===== src/rtl/lsu_sq_ring.sv =====
// lsu_sq_ring: in-order circular store queue, allocated at the tail and drained from the head on ROB retire.
// Define LSU_SQ_FWD_EN to compile in the store-to-load forwarding search.
module lsu_sq_ring #(
   parameter int SQ_DEPTH   = 8,
   parameter int DATA_WIDTH = 32,
   parameter int ADDR_WIDTH = 32,
   parameter int TAG_WIDTH  = 6,
   localparam int PTR_W     = $clog2(SQ_DEPTH) + 1
) (
   input  logic                  clk,
   input  logic                  n_rst,
   input  logic                  i_flush,
   output logic                  o_full,
   output logic [PTR_W-1:0]      o_alloc_ptr,
   input  logic                  i_alloc_en,
   input  logic [DATA_WIDTH-1:0] i_alloc_data,
   input  logic [ADDR_WIDTH-1:0] i_alloc_addr,
   input  logic [1:0]            i_alloc_size,
   input  logic [TAG_WIDTH-1:0]  i_alloc_tag,
   input  logic                  i_rob_retire_en,
   input  logic [TAG_WIDTH-1:0]  i_rob_retire_tag,
   output logic                  o_rob_retire_stall,
   input  logic                  i_sq_retire_dc_hit,
   input  logic                  i_sq_retire_msq_full,
   output logic                  o_sq_retire_en,
   output logic [DATA_WIDTH-1:0] o_sq_retire_data,
   output logic [ADDR_WIDTH-1:0] o_sq_retire_addr,
   output logic [1:0]            o_sq_retire_size,
   input  logic                  i_fwd_en,
   input  logic [ADDR_WIDTH-1:0] i_fwd_addr,
   input  logic [1:0]            i_fwd_size,
   input  logic [PTR_W-1:0]      i_fwd_ptr,
   output logic                  o_fwd_hit,
   output logic [DATA_WIDTH-1:0] o_fwd_data,
   output logic                  o_fwd_conflict
);
   localparam int IDX_W = PTR_W - 1;

   logic [DATA_WIDTH-1:0] data_q [SQ_DEPTH];
   logic [ADDR_WIDTH-1:0] addr_q [SQ_DEPTH];
   logic [1:0]            size_q [SQ_DEPTH];
   logic [TAG_WIDTH-1:0]  tag_q  [SQ_DEPTH];
   logic [PTR_W-1:0]      head_q, head_d, tail_q, tail_d, count_q, count_d;
   logic [IDX_W-1:0]      head_idx, tail_idx;
   logic                  empty, alloc_ok, head_match, stall;

   assign head_idx    = head_q[IDX_W-1:0];
   assign tail_idx    = tail_q[IDX_W-1:0];
   assign empty       = count_q == '0;
   assign o_full      = count_q == PTR_W'(SQ_DEPTH);
   assign o_alloc_ptr = tail_q;
   assign alloc_ok    = i_alloc_en && !o_full;

   assign head_match         = !empty && i_rob_retire_en && tag_q[head_idx] == i_rob_retire_tag;
   assign stall              = i_rob_retire_en && i_sq_retire_msq_full && !i_sq_retire_dc_hit;
   assign o_sq_retire_en     = head_match && !stall;
   assign o_rob_retire_stall = stall || (i_rob_retire_en && !head_match);
   assign o_sq_retire_data   = empty ? '0 : data_q[head_idx];
   assign o_sq_retire_addr   = empty ? '0 : addr_q[head_idx];
   assign o_sq_retire_size   = empty ? '0 : size_q[head_idx];

   // flush wins over alloc and retire, but the retire handshake above stays combinational
   assign head_d  = i_flush ? '0 : head_q + PTR_W'(o_sq_retire_en);
   assign tail_d  = i_flush ? '0 : tail_q + PTR_W'(alloc_ok);
   assign count_d = i_flush ? '0 : count_q + PTR_W'(alloc_ok) - PTR_W'(o_sq_retire_en);

   always_ff @(posedge clk or negedge n_rst) begin
      if (!n_rst) begin
         head_q  <= '0;
         tail_q  <= '0;
         count_q <= '0;
         for (int i = 0; i < SQ_DEPTH; i++) begin
            data_q[i] <= '0;
            addr_q[i] <= '0;
            size_q[i] <= '0;
            tag_q[i]  <= '0;
         end
      end else begin
         head_q  <= head_d;
         tail_q  <= tail_d;
         count_q <= count_d;
         if (alloc_ok) begin
            data_q[tail_idx] <= i_alloc_data;
            addr_q[tail_idx] <= i_alloc_addr;
            size_q[tail_idx] <= i_alloc_size;
            tag_q[tail_idx]  <= i_alloc_tag;
         end
      end
   end

`ifdef LSU_SQ_FWD_EN
   function automatic logic [DATA_WIDTH-1:0] zext(input logic [DATA_WIDTH-1:0] d, input logic [1:0] s);
      return s == 2'd0 ? DATA_WIDTH'(d[7:0]) :
             s == 2'd1 ? DATA_WIDTH'(d[15:0]) :
             s == 2'd2 ? DATA_WIDTH'(d[31:0]) : d;
   endfunction

   logic [PTR_W-1:0]    older_n;
   logic [ADDR_WIDTH:0] l_lo, l_hi;

   // number of valid slots older than the load, modular across the wrap bit
   assign older_n = i_fwd_ptr - head_q;
   assign l_lo    = {1'b0, i_fwd_addr};
   assign l_hi    = l_lo + ((ADDR_WIDTH + 1)'(1) << i_fwd_size);

   always_comb begin
      logic [IDX_W-1:0]    slot;
      logic [ADDR_WIDTH:0] s_lo, s_hi;
      o_fwd_hit      = 1'b0;
      o_fwd_conflict = 1'b0;
      o_fwd_data     = '0;
      slot           = '0;
      s_lo           = '0;
      s_hi           = '0;
      for (int k = 0; k < SQ_DEPTH; k++) begin
         slot = head_idx + IDX_W'(k);
         s_lo = {1'b0, addr_q[slot]};
         s_hi = s_lo + ((ADDR_WIDTH + 1)'(1) << size_q[slot]);
         if (i_fwd_en && PTR_W'(k) < count_q && PTR_W'(k) < older_n && s_lo < l_hi && l_lo < s_hi) begin
            o_fwd_hit      = addr_q[slot] == i_fwd_addr && size_q[slot] == i_fwd_size;
            o_fwd_conflict = !o_fwd_hit;
            o_fwd_data     = o_fwd_hit ? zext(data_q[slot], size_q[slot]) : '0;
         end
      end
   end
`else
   logic unused_fwd;
   assign unused_fwd     = ^{i_fwd_en, i_fwd_addr, i_fwd_size, i_fwd_ptr};
   assign o_fwd_hit      = 1'b0;
   assign o_fwd_data     = '0;
   assign o_fwd_conflict = 1'b0;
`endif
endmodule

===== config.mk =====
export PLATFORM = sky130hd
export DESIGN_NAME = lsu_sq_ring
export DESIGN_NICKNAME = d
export VERILOG_FILES = /design/src/rtl/lsu_sq_ring.sv
export SDC_FILE = /design/constraint.sdc
export NUM_CORES = 1
export LEC_CHECK = 0
export ABC_AREA = 1
export CORE_ASPECT_RATIO = 1.5
export CORE_UTILIZATION = 25
export CTS_CLUSTER_SIZE = 16
export DETAILED_ROUTE_END_ITERATION = 8
export DONT_BUFFER_PORTS = 1
export GPL_TIMING_DRIVEN = 0
export PLACE_DENSITY = 0.4
export SLEW_MARGIN = 5
export SYNTH_ARGS = -nofsm -noshare
export SYNTH_HDL_FRONTEND = slang
export SYNTH_SLANG_ARGS = --single-unit
export TNS_END_PERCENT = 30

===== constraint.sdc =====
create_clock -name clk -period 2.9 [get_ports clk]
set_input_delay 0.145 -clock clk [delete_from_list [all_inputs] [get_ports clk]]
set_output_delay 0.145 -clock clk [all_outputs]
set_load 0.01 [all_outputs]

---- After elaboration in Yosys (flattened, before gate mapping) ----
Index checks and enable logic that the tools add are counted.
storage, ports and cells
  input bits .............................. 124
  register bits ........................... 588
  word-level logic and storage cells ...... 89
  output and inout bits ................... 107
cells by class
  reductions and logical operators ........ 15
  eq/ne operators ......................... 2
  mux-type cells .......................... 28
  add/subtract/negate cells ............... 4
  bitwise gates (word level) .............. 2
  $lt $le $gt $ge ......................... 3
operators with widths
  operator              count
  $bwmux W256           2
  $mux W32              7
  $bmux W32 S3          2
  $demux W32 S3         1
  $bwmux W48            1
  $bmux W6 S3           1
  $demux W6 S3          1
  $mux W6               3
  $bwmux W16            1
  $add A4 B1 Y4         3
  $mux W4               3
  $ge A4 B4 Y1 const B  2
  $logic_and A1 B1 Y1   8
  $mux W2               4
  $not A3 Y4            2
  $bmux W2 S3           1
  $demux W2 S3          1
  $eq A6 B6 Y1          1
  $logic_not A1 Y1      5
  $eq A4 B4 Y1 const B  1
  $logic_not A4 Y1      1
  $lt A4 B1 Y1 const B  1
  $sub A4 B1 Y4         1
  $logic_or A1 B1 Y1    1

---- Longest topological paths before layout ----
  word-level depth ........................ 9
  depth in mapped cells ................... 19
  mapped depth without buffers ............ 18

---- Least setup slack after synthesis ----
Ideal clock, no wire load.
  kind .................................... register to register
  start ................................... register head_q[0]
  end ..................................... register count_q[2]
  arrival ................................. 2,200 ps
  slack ................................... 568 ps
  path buffers ............................ 2
  stages on the path, launching flop included .. 19
  period minus slack after synthesis ...... 2,332 ps
  data required time ...................... 2,768 ps
  library setup time ...................... 132 ps
  cell sequence ........................... dfrtp_1 -> buf_6 -> buf_6 -> nor2_2 -> nor2_2 -> o21ai_2 -> nand2_1 -> nand2_1 -> nand2_1 -> nand2_1 -> nand2_1 -> nor2_2 -> nand2_1 -> nand2_1 -> nand2_1 -> ha_1 -> fa_1 -> xnor2_1 -> nor2_1
between the ends
  cells in the longest elaborated chain, start to end .. 9
ends and longest elaborated chain
  item                                         RTL line  RTL
  from (decl)                                  43        logic [PTR_W-1:0] head_q, head_d, tail_q, tail_d, count_q, count_d;
  from (signal assigned)                       69        head_q <= '0;
  from (signal assigned)                       79        head_q <= head_d;
  $not A3 Y4 (implied by the code)             54        assign head_match = !empty && i_rob_retire_en && tag_q[head_idx] == i_rob_retire_tag;
  $bmux W6 S3                                  54
  $mux W6 (implied by the code) (2 in series)  54
  $eq A6 B6 Y1                                 54
  $logic_and A1 B1 Y1                          54
  $logic_and A1 B1 Y1                          56        assign o_sq_retire_en = head_match && !stall;
  $sub A4 B1 Y4                                65        assign count_d = i_flush ? '0 : count_q + PTR_W'(alloc_ok) - PTR_W'(o_sq_retire_en);
  $mux W4                                      65
  via count_d[2]                               43
  to (signal assigned)                         81        count_q <= count_d;
  to (decl)                                    43
The timed path passes the listed nets, and every way through them passes these cells. The select of a mux whose other input is x is not followed.
A chain may end at the register's enable or synchronous reset.

---- Worst setup path in the final report ----
  start ................................... register head_q[0]
  end ..................................... output o_sq_retire_addr[15]
between the ends
  cells in the longest elaborated chain, start to end .. 5
ends and longest elaborated chain
  item                                          RTL line  RTL
  $not A3 Y4 (implied by the code)              59        assign o_sq_retire_addr = empty ? '0 : addr_q[head_idx];
  $bmux W32 S3                                  59
  $mux W32 (implied by the code) (2 in series)  59
  $mux W32                                      59
  to (decl)                                     27        output logic [ADDR_WIDTH-1:0] o_sq_retire_addr,
No other way between the ends. The select of a mux whose other input is x is not followed.

==> results.md <==
Yosys:
- Of the post-synthesis cell area, the dominant cell type holds 55.2%.
- In the post-synthesis netlist, the cell with the most instances is o21ai_0.
- Summed over all instances, the cell type with the most area after synthesis is dfrtp_1.
- By area the synthesized netlist is led by dfrtp_1 (55%), o21ai_0 (17%), nand2_1 (9.2%).
- The synthesized area divided by synthesized cell count is 8.37 µm².
- The synthesis warning total is 0.
- The sequential cell area fraction in the yosys report is between 50% and 60%.
- For this run, the leading register cell type out of synthesis is dfrtp_1.
- The commonest cells after synthesis are o21ai_0 (891), nand2_1 (655), dfrtp_1 (587).
- The async set-reset flop share out of synthesis is 100%.
- The number of synthesized register bits is 587.
- In this run, synthesis inferred 0 flip-flops with an integrated enable.
- The number of cells produced by synthesis is approximately 3,200.
- The post-synthesis cell area is around 27,000 µm².
- The count of distinct cell types in the synthesized netlist is 29.

CTS:
- The buffer levels on the longest clock path is 3.
- TritonCTS built the clock tree.
- The number of H-tree levels is 2.
- The number of buffers created by CTS is 60.
- The clock drives just under 600 sinks.
- The number of hold buffers added after CTS is 74.
- The clock transition time at the flip-flop clock pins of the worst setup and hold paths is 0.06 ns.
- The clock tree root driver cell is clkbuf_16.
- Clock latency on the worst-skew pair, taken at its later pin, is 0.67 ns.

Run status:
- The run finished, with violations left.
- The final reports fail on hold timing, slew limit.

Timing:
- On the final layout, the worst clock skew is 0.0201 ns.
- The count of final hold-check violations was about 350.
- Based on the critical path, the design can be clocked at up to 353 MHz.
- The count of final setup violators is 0.
- Measured against its own limit, the worst slew margin works out to -181%.
- The final hold slack is -0.753 ns.
- The share of the clock period used by the worst path is 97.8%.
- The worst path needs 2.84 ns of the cycle, external delays included.
- Setup repair after global routing could not meet its margin everywhere.
- The total count of max-transition violations in the final report is 550.
- At the pin with the least slew margin, the transition time is 4.21 ns.
- The setup TNS after final layout is 0 ns.

Worst setup path:
- The number of cells traversed by the worst register-to-register path is 17.
- The largest single stage delay on the critical path is ~0.47 ns.
- At the worst endpoint, the required time is roughly 2.8 ns.
- Setup slack on the worst reg-to-reg path comes out at 0.10 ns.
- The category of the worst setup path launch point is a register.
- The biggest fanout along the worst timing path is 10.
- On the critical path the largest part of the delay comes from buffers and inverters.
- The worst register-to-register path ends at count_q[1].
- The data arrival time of the critical path is 2.69 ns.
- The launch point of the worst path is head_q[0].
- The reg-to-reg critical path startpoint is head_q[0].
- On the critical path, the stage with the largest delay is an instance of dfrtp_2.
- The critical setup path kind is register to primary output.
- The endpoint type of the worst setup path is a primary output.
- The critical path contains buffers and inverters numbering 4 combined.
- The critical path runs through a total of 6 cells.
- The signal on the critical path passes through inv_6 > clkbuf_2 > buf_8 > clkbuf_1 > o21ai_0 > a31oi_1.
- The capture point of the worst path is o_sq_retire_addr[15].

Detailed routing:
- The pre-antenna-repair detailed-routing pass consisted of 5 iterations.
- The final routed wirelength across all metal layers is 105 mm.
- The detail route stage leaves a number of antenna-violating nets equal to 0.
- Using the TritonRoute via totals, the vias-per-cell ratio works out to about 4.8.
- After detailed routing, the average wire length per cell comes to 21.9 µm.
- Summing over every cut layer, the via total after detailed routing is 22,900.
- The detailed router finished its first iteration with around 1,800 violations.
- The detailed-route DRC error count is 0.

Power:
- The worst-case IR drop observed on VDD is between 0.6 and 0.7 mV.
- The cell area power density is a little over 800 nW/µm².
- The standby leakage power is 14.4 nW.

Die:
- The effective utilization at floorplan is 25.2%.
- The die covers 108,000 µm².
- From left edge to right edge, the die measures 268 µm.
- In this run the vertical extent of the chip is between 400 and 500 µm.
- The area of the core is roughly 110,000 µm².
- The number of top-level pins is 231.
- The initialized floorplan defines between 100 and 150 standard-cell rows.

Placed design:
- The port buffer count is 0.
- The total placed instance area is 28,500 µm².
- Detailed placement finished with a half-perimeter wire length of just over 70 mm.
- The congestion estimate from routability-driven global placement came to 0.791.

Global routing:
- The all-layer global routing usage is 19.6%.
- The first global-routing pass estimated 157 mm of wire.
- The remaining global-route overflow is 0.
- The via count of the first global-routing pass is 23,400.
- The number of antenna violations at the first check in global routing was 7.
- Entering global routing, the biggest net connects 588 pins.

Final layout:
- Summing all flip-flop and latch instances after layout gives roughly 15,000 µm².
- The multi-input combinational cell area is 10,500 µm².
- From synthesis to final layout, the design area changed by 19.9%.
- The number of antenna diodes in the final layout is 0.
- The finished layout cell area is 31,900 µm².
- The layout cell share with drive strength beyond 1 is between 10 and 15%.
- Once layout is complete, the utilization of the core stands at 30.2%.
- The final layout contains 3,491 nets.
- The number of fill cells is 11,600.

Min path:
- The worst hold path belongs to the class primary input to asynchronous set/reset pin.

Run:
- Max-cap violations in this run came to 0.
-- layer usage --
layer  global-route usage, %  share of wire, %  vias to the layer above
met1                    24.1                42                    11400
met4                    5.84               2.9                       12
met2                    34.6                51                      471
met5                       0             0.071                        -
li1                        -                 -                    10800
met3                    3.04               4.3                      163
-- per-stage QoR --
stage | power, W | setup slack [ns] | instances | hold slack, ns
floorplan | 0.0155 | 0.568 | 3214 | -0.151
global placement | 0.0176 | -0.545 | 4620 | -0.0985
detailed placement | 0.0177 | -0.476 | 4621 | -0.101
CTS | 0.0262 | -0.0116 | 4806 | -0.807
global route | 0.0277 | -0.0529 | 4812 | -0.786
finish | 0.0259 | 0.0643 | 4812 | -0.753
-- cell type report --
type | instances | area share (%)
Tap cell | 1406 | 5.51
Timing Repair Buffer | 81 | 2.56
Clock inverter | 14 | 0.439
Inverter | 133 | 1.60
Buffer | 275 | 5.28
Sequential cell | 587 | 46.0
Multi-Input combinational cell | 2219 | 32.9
Clock buffer | 97 | 5.68
-- how the worst min path moves through the flow --
stage                  endpoint   from
global route        addr_q[138]  n_rst
CTS                 addr_q[238]  n_rst
global placement    addr_q[246]  n_rst
floorplan             addr_q[0]  n_rst
detailed placement  addr_q[246]  n_rst
finish              addr_q[214]  n_rst
-- cell families (layout without fill, tap and decap cells) --
logic type               Yosys count  after routing  synth area share, %
buffers and inverters            408            600                 7.47
adder cells (fa/ha/maj)           10             10                0.498
flip-flops                       587            587                 55.2
XOR/XNOR                           4              4                0.132
AO/OA/AOI/OAI                   1046           1046                 20.3
other                              1             34               0.0141
AND/OR/NAND/NOR                 1125           1125                 16.4
-- sequential cells by signal, indices dropped and copies added (netlist names) --
signal	cells
o_alloc_ptr	4
addr_q	256
head_q	3
count_q	4
size_q	16
data_q	256
tag_q	48
-- cells in the final DEF (no fill, tap or decap), types with 2 or more instances in the layout --
cell type      synthesis  layout
buf_6                 13      17
inv_4                  1       2
buf_2                 48      36
buf_1                 14      10
ha_1                   9       8
inv_2                  4       3
clkbuf_2               0      34
nand3b_1               2       2
a31oi_2                0      52
o22ai_1               66      66
nor2_2                 5       3
nand4_4                0       3
nand2_1              655     653
nor2_4                 0       2
inv_6                  0       5
clkinv_2               0       6
conb_1                 1      34
bufinv_16              0       2
a31oi_1               66      12
clkbuf_1             121     102
buf_8                  0       5
nand4_2                8       5
nand3_2                2       5
dlygate4sd3_1          0      74
o21ai_1               19      29
a31oi_4                0       2
clkbuf_4               0       5
dfrtp_1              587     586
nand3_1               31      28
xnor2_1                4       4
clkbuf_16              0      62
clkbuf_8               0      16
clkinvlp_4             0       2
o21ai_0              891     881
buf_4                 79      89
inv_1                128     127
nor2_1               420     420
buf_12                 0       3
-- timing repair --
item	in CTS	in global routing
pin swaps	2	5
gates resized for setup	144	36
buffers inserted	0	5
gates cloned	0	1
setup endpoints to repair	144	56
hold endpoints to repair	1174	587
-- where the power goes --
group / internal, W / total [W] / switching, W
clock network: 0.00444 / 0.00800 / 0.00356
logic: 0.00226 / 0.00640 / 0.00414
registers: 0.0104 / 0.0115 / 0.00113
total: 0.0171 / 0.0259 / 0.00884
Note: power is estimated with default switching activity, not from simulation.
